===== config.mk =====
export PLATFORM = sky130hd
export DESIGN_NAME = stack_seq
export DESIGN_NICKNAME = d
export VERILOG_FILES = /design/src/rtl/stack_seq.sv
export SDC_FILE = /design/constraint.sdc
export NUM_CORES = 1
export LEC_CHECK = 0
export CAP_MARGIN = 25
export CORE_UTILIZATION = 42
export CTS_CLUSTER_DIAMETER = 200
export CTS_CLUSTER_SIZE = 10
export DETAILED_ROUTE_END_ITERATION = 10
export GPL_TIMING_DRIVEN = 0
export PLACE_DENSITY = 0.83
export SLEW_MARGIN = 30
export SYNTH_ARGS = -nofsm -noshare
export SYNTH_HDL_FRONTEND = slang
export SYNTH_SLANG_ARGS = --single-unit

===== constraint.sdc =====
create_clock -name clk -period 2.6 [get_ports clk]
set_clock_uncertainty 0.15 [all_clocks]
set_input_delay 0.52 -clock clk [delete_from_list [all_inputs] [get_ports clk]]
set_output_delay 0.52 -clock clk [all_outputs]
set_load 0.02 [all_outputs]

===== src/rtl/stack_seq.sv =====
// stack_seq: control sequencer for CALL / RET / RETI and interrupt entry.
// It drives the stack-memory strobes and PC-slice selects one word at a time,
// so that a PC wider than the stack word can be saved and restored.
//
// state      | meaning
// -----------+------------------------------------------------------------
// IDLE       | waiting; accepts irq (pending or live), RETI, RET, CALL
// DRAIN      | interrupt entry: flush the pipeline with bubbles
// PUSH_PC    | push PC words, upper word first
// PUSH_FLAGS | interrupt entry: push the flags word
// VECTOR     | interrupt entry: load the vector and acknowledge
// CALL_JMP   | CALL: jump to the call target
// POP_FLAGS  | RETI: restore the flags from the stack
// POP_PC     | pop PC words, lower word first
// SETTLE     | let the restored PC settle, then commit the redirect
module stack_seq #(
  parameter int PC_W          = 32,
  parameter int WORD_W        = 16,
  parameter int DRAIN_CYCLES  = 5,
  parameter int SETTLE_CYCLES = 2,
  localparam int PC_WORDS     = PC_W / WORD_W,
  localparam int IDX_W        = (PC_WORDS > 1) ? $clog2(PC_WORDS) : 1
) (
  input  logic             clk,
  input  logic             reset,
  input  logic [15:0]      instruction,
  input  logic             instr_valid,
  input  logic             irq,
  output logic             stall_fetch,
  output logic             clear_instruction,
  output logic             mem_push,
  output logic             mem_pop,
  output logic             mem_write,
  output logic             mem_read,
  output logic [1:0]       mem_src_sel,
  output logic [IDX_W-1:0] pc_word_idx,
  output logic             pc_word_load,
  output logic             flag_restore,
  output logic             jump_uncond,
  output logic             pc_load_vector,
  output logic             pc_commit,
  output logic             irq_ack,
  output logic             busy
);

  // Illegal parameter combinations stop elaboration.
  if ((PC_W % WORD_W) != 0) begin : g_bad_pc_w
    $error("stack_seq: PC_W must be a multiple of WORD_W");
  end
  if (DRAIN_CYCLES < 1) begin : g_bad_drain
    $error("stack_seq: DRAIN_CYCLES must be at least 1");
  end
  if (SETTLE_CYCLES < 1) begin : g_bad_settle
    $error("stack_seq: SETTLE_CYCLES must be at least 1");
  end

  // One down-counter serves every multi-cycle state.
  localparam int CNT_MAX_A = (DRAIN_CYCLES > PC_WORDS) ? DRAIN_CYCLES : PC_WORDS;
  localparam int CNT_MAX   = (CNT_MAX_A > SETTLE_CYCLES) ? CNT_MAX_A : SETTLE_CYCLES;
  localparam int CNT_W     = $clog2(CNT_MAX + 1);

  localparam logic [CNT_W-1:0] CNT_ONE   = CNT_W'(1);
  localparam logic [CNT_W-1:0] DRAIN_LD  = CNT_W'(DRAIN_CYCLES - 1);
  localparam logic [CNT_W-1:0] WORDS_LD  = CNT_W'(PC_WORDS - 1);
  localparam logic [CNT_W-1:0] SETTLE_LD = CNT_W'(SETTLE_CYCLES - 1);
  localparam logic [IDX_W-1:0] LAST_IDX  = IDX_W'(PC_WORDS - 1);

  localparam logic [4:0] OP_CALL = 5'b11100;
  localparam logic [4:0] OP_RET  = 5'b11101;
  localparam logic [4:0] OP_RETI = 5'b11110;

  localparam logic [1:0] SRC_NONE  = 2'b00;
  localparam logic [1:0] SRC_PC    = 2'b01;
  localparam logic [1:0] SRC_FLAGS = 2'b10;

  typedef enum logic [3:0] {
    IDLE,
    DRAIN,
    PUSH_PC,
    PUSH_FLAGS,
    VECTOR,
    CALL_JMP,
    POP_FLAGS,
    POP_PC,
    SETTLE
  } state_t;

  state_t           state, state_nxt;
  logic [CNT_W-1:0] cnt, cnt_nxt, cnt_dec;
  logic             seq_irq, seq_irq_nxt;
  logic             irq_pending, irq_pending_nxt;
  logic [4:0]       opcode;
  logic             unused_instr_bits;

  assign opcode            = instruction[15:11];
  assign unused_instr_bits = ^instruction[10:0];
  assign cnt_dec           = (cnt != '0) ? (cnt - CNT_ONE) : cnt;

  // A live irq re-arms the request even on the acknowledge cycle.
  assign irq_pending_nxt = irq | (irq_pending & ~irq_ack);

  // State, shared counter, sequence kind and pending-interrupt registers.
  always_ff @(posedge clk) begin
    if (reset) begin
      state       <= IDLE;
      cnt         <= '0;
      seq_irq     <= 1'b0;
      irq_pending <= 1'b0;
    end else begin
      state       <= state_nxt;
      cnt         <= cnt_nxt;
      seq_irq     <= seq_irq_nxt;
      irq_pending <= irq_pending_nxt;
    end
  end

  // Next-state, counter reload and per-state output decode.
  always_comb begin
    state_nxt         = state;
    cnt_nxt           = cnt_dec;
    seq_irq_nxt       = seq_irq;
    stall_fetch       = 1'b0;
    clear_instruction = 1'b0;
    mem_push          = 1'b0;
    mem_pop           = 1'b0;
    mem_write         = 1'b0;
    mem_read          = 1'b0;
    mem_src_sel       = SRC_NONE;
    pc_word_idx       = '0;
    pc_word_load      = 1'b0;
    flag_restore      = 1'b0;
    jump_uncond       = 1'b0;
    pc_load_vector    = 1'b0;
    pc_commit         = 1'b0;
    irq_ack           = 1'b0;

    case (state)
      IDLE: begin
        cnt_nxt = '0;
        if (irq_pending || irq) begin
          stall_fetch = 1'b1;
          state_nxt   = DRAIN;
          cnt_nxt     = DRAIN_LD;
          seq_irq_nxt = 1'b1;
        end else if (instr_valid && opcode == OP_RETI) begin
          stall_fetch = 1'b1;
          state_nxt   = POP_FLAGS;
          seq_irq_nxt = 1'b0;
        end else if (instr_valid && opcode == OP_RET) begin
          stall_fetch = 1'b1;
          state_nxt   = POP_PC;
          cnt_nxt     = WORDS_LD;
          seq_irq_nxt = 1'b0;
        end else if (instr_valid && opcode == OP_CALL) begin
          stall_fetch = 1'b1;
          state_nxt   = PUSH_PC;
          cnt_nxt     = WORDS_LD;
          seq_irq_nxt = 1'b0;
        end
      end

      DRAIN: begin
        stall_fetch       = 1'b1;
        clear_instruction = 1'b1;
        if (cnt == '0) begin
          state_nxt = PUSH_PC;
          cnt_nxt   = WORDS_LD;
        end
      end

      // The counter doubles as the word index: upper word leaves first.
      PUSH_PC: begin
        stall_fetch = 1'b1;
        mem_push    = 1'b1;
        mem_write   = 1'b1;
        mem_src_sel = SRC_PC;
        pc_word_idx = IDX_W'(cnt);
        if (cnt == '0) begin
          state_nxt = seq_irq ? PUSH_FLAGS : CALL_JMP;
          cnt_nxt   = '0;
        end
      end

      PUSH_FLAGS: begin
        stall_fetch = 1'b1;
        mem_push    = 1'b1;
        mem_write   = 1'b1;
        mem_src_sel = SRC_FLAGS;
        state_nxt   = VECTOR;
        cnt_nxt     = '0;
      end

      VECTOR: begin
        stall_fetch    = 1'b1;
        pc_load_vector = 1'b1;
        irq_ack        = 1'b1;
        state_nxt      = IDLE;
        cnt_nxt        = '0;
      end

      CALL_JMP: begin
        stall_fetch = 1'b1;
        jump_uncond = 1'b1;
        state_nxt   = IDLE;
        cnt_nxt     = '0;
      end

      POP_FLAGS: begin
        stall_fetch       = 1'b1;
        clear_instruction = 1'b1;
        mem_pop           = 1'b1;
        mem_read          = 1'b1;
        flag_restore      = 1'b1;
        state_nxt         = POP_PC;
        cnt_nxt           = WORDS_LD;
      end

      // Pops return in reverse push order, so the index counts upward.
      POP_PC: begin
        stall_fetch       = 1'b1;
        clear_instruction = 1'b1;
        mem_pop           = 1'b1;
        mem_read          = 1'b1;
        pc_word_load      = 1'b1;
        pc_word_idx       = LAST_IDX - IDX_W'(cnt);
        if (cnt == '0) begin
          state_nxt = SETTLE;
          cnt_nxt   = SETTLE_LD;
        end
      end

      SETTLE: begin
        stall_fetch       = 1'b1;
        clear_instruction = 1'b1;
        if (cnt == '0) begin
          pc_commit = 1'b1;
          state_nxt = IDLE;
        end
      end

      default: begin
        state_nxt = IDLE;
        cnt_nxt   = '0;
      end
    endcase
  end

  assign busy = (state != IDLE);

endmodule

# Yosys cells after proc, flatten, opt, wreduce, memory -nomap -nowiden

Index checks and enable logic that the tools add are counted.

Eq/ne operators: 16
Reductions and logical operators: 16
Mux-type cells: 38
Add/sub/neg operators: 2
Bitwise logic cells: 3

Operators with widths:

| cell                                                                  | number |
|---|---|
| 4-bit 2-to-1 mux                                                      | 8 |
| 4-bit case mux with 7 select lines                                    | 1 |
| 1-bit 2-to-1 mux                                                      | 20 |
| 4-bit by 3-bit equality test with 1-bit output, second input constant | 4 |
| 5-bit equality test, second input constant                            | 3 |
| 3-bit 2-to-1 mux                                                      | 5 |
| 3-bit case mux with 5 select lines                                    | 1 |
| 4-bit by 2-bit equality test with 1-bit output, second input constant | 2 |
| 2-bit != test, second input constant                                  | 4 |
| 4-bit nonzero test                                                    | 2 |
| 8-bit OR reduction                                                    | 1 |
| 2-bit OR reduction                                                    | 3 |
| 5-bit != test, second input constant                                  | 1 |
| 5-bit AND reduction                                                   | 1 |
| 4-bit by 1-bit equality test with 1-bit output, second input constant | 1 |
| 4-bit equality test, second input constant                            | 1 |
| 4-bit logical NOT                                                     | 1 |
| 1-bit case mux with 2 select lines                                    | 2 |
| 2-bit case mux with 2 select lines                                    | 1 |
| 4-bit OR reduction                                                    | 1 |
| 1-bit logical AND                                                     | 3 |
| 3-bit logical NOT                                                     | 1 |
| 3-bit nonzero test                                                    | 1 |
| 3-bit by 1-bit subtractor with 3-bit output, second input constant    | 1 |
| 6 further kinds                                                       | 6 |

Word-level logic and storage cells: 79
Register bits after elaboration: 9
Output and inout bits: 16

# Logic depth before layout (Yosys ltp)

Depth after elaboration: 7
Mapped depth: 9

# Least setup slack after synthesis

No wires, ideal clock.

Path type: reg2out
From: register state[1]
To: output pc_load_vector
Stages on the path, launching flop included: 4
Arrival time: 1.750 ns
Setup slack: 0.180 ns
Path buffers: 2
Path through: dfxtp_1 buf_2 nor4b_1 buf_4

Cells in the longest elaborated chain, start to end: 2

Ends and longest elaborated chain:

| what                                           | line | RTL |
|---|---|---|
| from (decl)                                    | 88   | `state_t state, state_nxt;` |
| from (signal assigned)                         | 110  | `state <= state_nxt;` |
| 4-bit by 3-bit equality test with 1-bit output | -    |  |
| 1-bit 2-to-1 mux                               | -    |  |
| to (decl)                                      | 40   | `output logic pc_load_vector,` |

No other way between the ends.

# Worst setup path in the final report

From: register state[3]
To: output mem_src_sel[1]

Cells in the longest elaborated chain, start to end: 2
Elaborated cells between the ends (all ways): 3
Those cells by class: eq/ne (2); mux (1)

Ends and longest elaborated chain:

| what                                           | line | RTL |
|---|---|---|
| 4-bit by 2-bit equality test with 1-bit output | 137  | `case (state)` |
| 2-bit case mux with 2 select lines (*)         | 137  |  |
| to (decl)                                      | 35   | `output logic [1:0] mem_src_sel,` |

Mark *: on every way between the ends. The rest lies on a longest branch, timed or not.

==> results_dict.tcl <==
set metrics [dict create \
    critPathMaxFanout 10 \
    finalCritPeriodShare_pct 95.9 \
    drv_cap 0 \
    post-dp-hpwl_microns 1670 \
    arrival_ns 1.82 \
    core.rowCount 15 \
    fin_crit_ns 2.49 \
    drive_gt1_share_pct 20.9 \
    crit_path_end_kind "output port" \
    grt_pass1_wl_microns 3370 \
    initial_core_util_pct 46.9 \
    cts.sinks 9 \
    diodes 0 \
    dpl_cell_area_sq_um 1120 \
    hold_viol 0 \
    ir_drop_mv 0.633 \
    dpl.cell_count 154 \
    synth_top_area_share_pct 21.1 \
    register_area_sq_um 181 \
    worst_setup_path_start_kind "register" \
    die_y_microns 47.1 \
    final_cell_count_no_fill 159 \
    core_region_area_sq_um 1820 \
    synth_area_leader_cell "dfxtp_1" \
    die_area_sq_um 2220 \
    yosysMostFrequentCell "nor2_1" \
    worst_hold_path_type "register to register" \
    die_w_microns 47.1 \
    ant_nets 0 \
    finalWirelength_microns 2210 \
    drt-vias-per-instance 5.58 \
    setup_tns_ns 0 \
    grt_pass1_vias 741 \
    cts_max_level 1 \
    tightest_slew_ns 0.518 \
    required_ns 1.93 \
    startpoint "state[3]" \
    synth_area_leaders "dfxtp_1 21%, ha_1 5.9%, nor4_4 5.0%, nor2_1 4.4%, nor2b_1 4.4%" \
    cp-endpoint "mem_src_sel[1]" \
    cts_buffers 3 \
    antenna_found_initial 0 \
    syn-num-nets 129 \
    r2r_slack_ns 0.54 \
    rsz0062_at_grt "false" \
    cts_tree "built" \
    port_buffers 24 \
    fin_area_sq_um 1190 \
    multi_input_area_sq_um 606 \
    layout.nets 159 \
    rr_startpoint "cnt[0]" \
    total_power_uw 1190 \
    io_pins 36 \
    drtIter0Drc 18 \
    netlist-cell-type-count 41 \
    syn-cell-area_sq_um 853 \
    max_freq_mhz 401 \
    synth_flop_cell "dfxtp_1" \
    yosysSeqAreaShare_pct 21.1 \
    power_density_nw_per_um2 1010 \
    worstRegToRegCells 8 \
    avgSynthCellArea_sq_um 8.13 \
    hold_ws_ns 0.324 \
    clockRootBuffer "clkbuf_4" \
    status "finished, final reports clean" \
    synth-edff-count 0 \
    insertion_delay_ns 0.28 \
    drc 0 \
    vias 887 \
    power.leakage_uw 0.000559 \
    critical_path_class "register to output port" \
    firstDrtPassIters 4 \
    ys_async_sr_fraction_pct 0 \
    ys_warn_count 0 \
    finalSetupViolations 0 \
    grt-ovfl-total 0 \
    track_usage_pct 22.9 \
    netlist_instances 105 \
    gp_congestion 0.846 \
    filler_cell_count 171 \
    r2r-end "cnt[0]" \
    clockBufferDepth 2 \
    syn_to_final_growth_pct 39.0 \
    max_slew_margin_pct 65.0 \
    grt_max_degree 11 \
    path_clk_slew_ns 0.06 \
    slew_violations 0 \
    wl_per_cell_microns 13.9 \
    synth_commonest_cells "10 x nor2_1, 9 x dfxtp_1, 8 x nand2_1" \
    synth_seq_cells 9 \
]
[worst max-delay path, cell delays in order, from the launching register on]
cell	delay (ns)
dfxtp_1	0.35
buf_4	0.20
inv_1	0.17
nand2_1	0.10
nor2_1	0.11
clkdlybuf4s50_1	0.61
[cells by family (layout without fill, tap and decap cells)]
logic type / count (synthesis) / after routing / share of synthesized area, %
compound gates: 26 / 26 / 21.8
xor+xnor: 3 / 3 / 3.08
flops: 9 / 9 / 21.1
simple gates: 44 / 44 / 34.8
fa+ha+maj: 4 / 4 / 5.87
mux: 2 / 2 / 2.93
buf+inv: 17 / 46 / 10.4
[metal layers]
layer	part of all wire, %	routed length [microns]	track usage [%]	up-vias
met5	0	0	0	-
met4	2.9	65	13.1	0
met3	4.7	103	4.62	7
met2	49	1070	37.5	29
met1	44	965	27.6	416
li1	-	-	-	435
[timing repair]
action / 4_1_cts / 5_1_grt
setup endpoints to repair: 10 / 5
setup buffers: 1 / 0
hold buffers: 0 / 0
gates resized for setup: 16 / 6
[layout make-up]
class                   count  area share, %
flip-flops and latches      9           15.3
multi-input cells          79           51.1
plain buffers               9           5.59
inverters                   8           2.53
repair buffers             25           20.7
clock buffers               4           2.22
well taps                  25           2.64
[registers in the layout (all words and copies together) (netlist names)]
| signal | flops |
|---|---|
| cnt | 3 |
| state | 4 |
| seq_irq | 1 |
| irq_pending | 1 |
[stage by stage]
step	util (%)	setup WS, ns
after floorplan	-	0.180
after global placement	61.8	-0.368
after detailed placement	61.8	-0.432
after CTS	64.8	0.0205
after global routing	65.2	0.0336
final	65.2	0.106
[worst min path at each step]
stage / to / start / depth (start not counted) / slack [ns]
5_1_grt: cnt[1] / cnt[1] / 2 / 0.36
6_report: cnt[1] / cnt[1] / 2 / 0.32
2_1_floorplan: cnt[1] / cnt[1] / 2 / 0.30
3_5_place_dp: cnt[1] / cnt[1] / 2 / 0.31
3_3_place_gp: cnt[1] / cnt[1] / 2 / 0.31
4_1_cts: cnt[1] / cnt[1] / 2 / 0.32
[report_power, final]
group          switching [uW]  internal (uW)
Sequential               40.2            184
Clock                    58.7           59.7
Combinational             467            385
Total                     566            629
[placed cells by master (no fill, tap or decap), drive strengths merged, types with 2 or more instances in the layout]
cell	instances
nand2	8
clkdlybuf4s50	13
o21ai	4
nor2b	6
nor4	2
a21oi	6
nor2	10
clkbuf	6
o31ai	4
dlymetal6s2s	4
ha	4
o32a	2
inv	8
or3	4
buf	9
dfxtp	9
nor4b	5
o211ai	2
dlygate4sd2	6
xnor2	3
nand2b	2
Note: power is estimated with default switching activity, not from simulation.
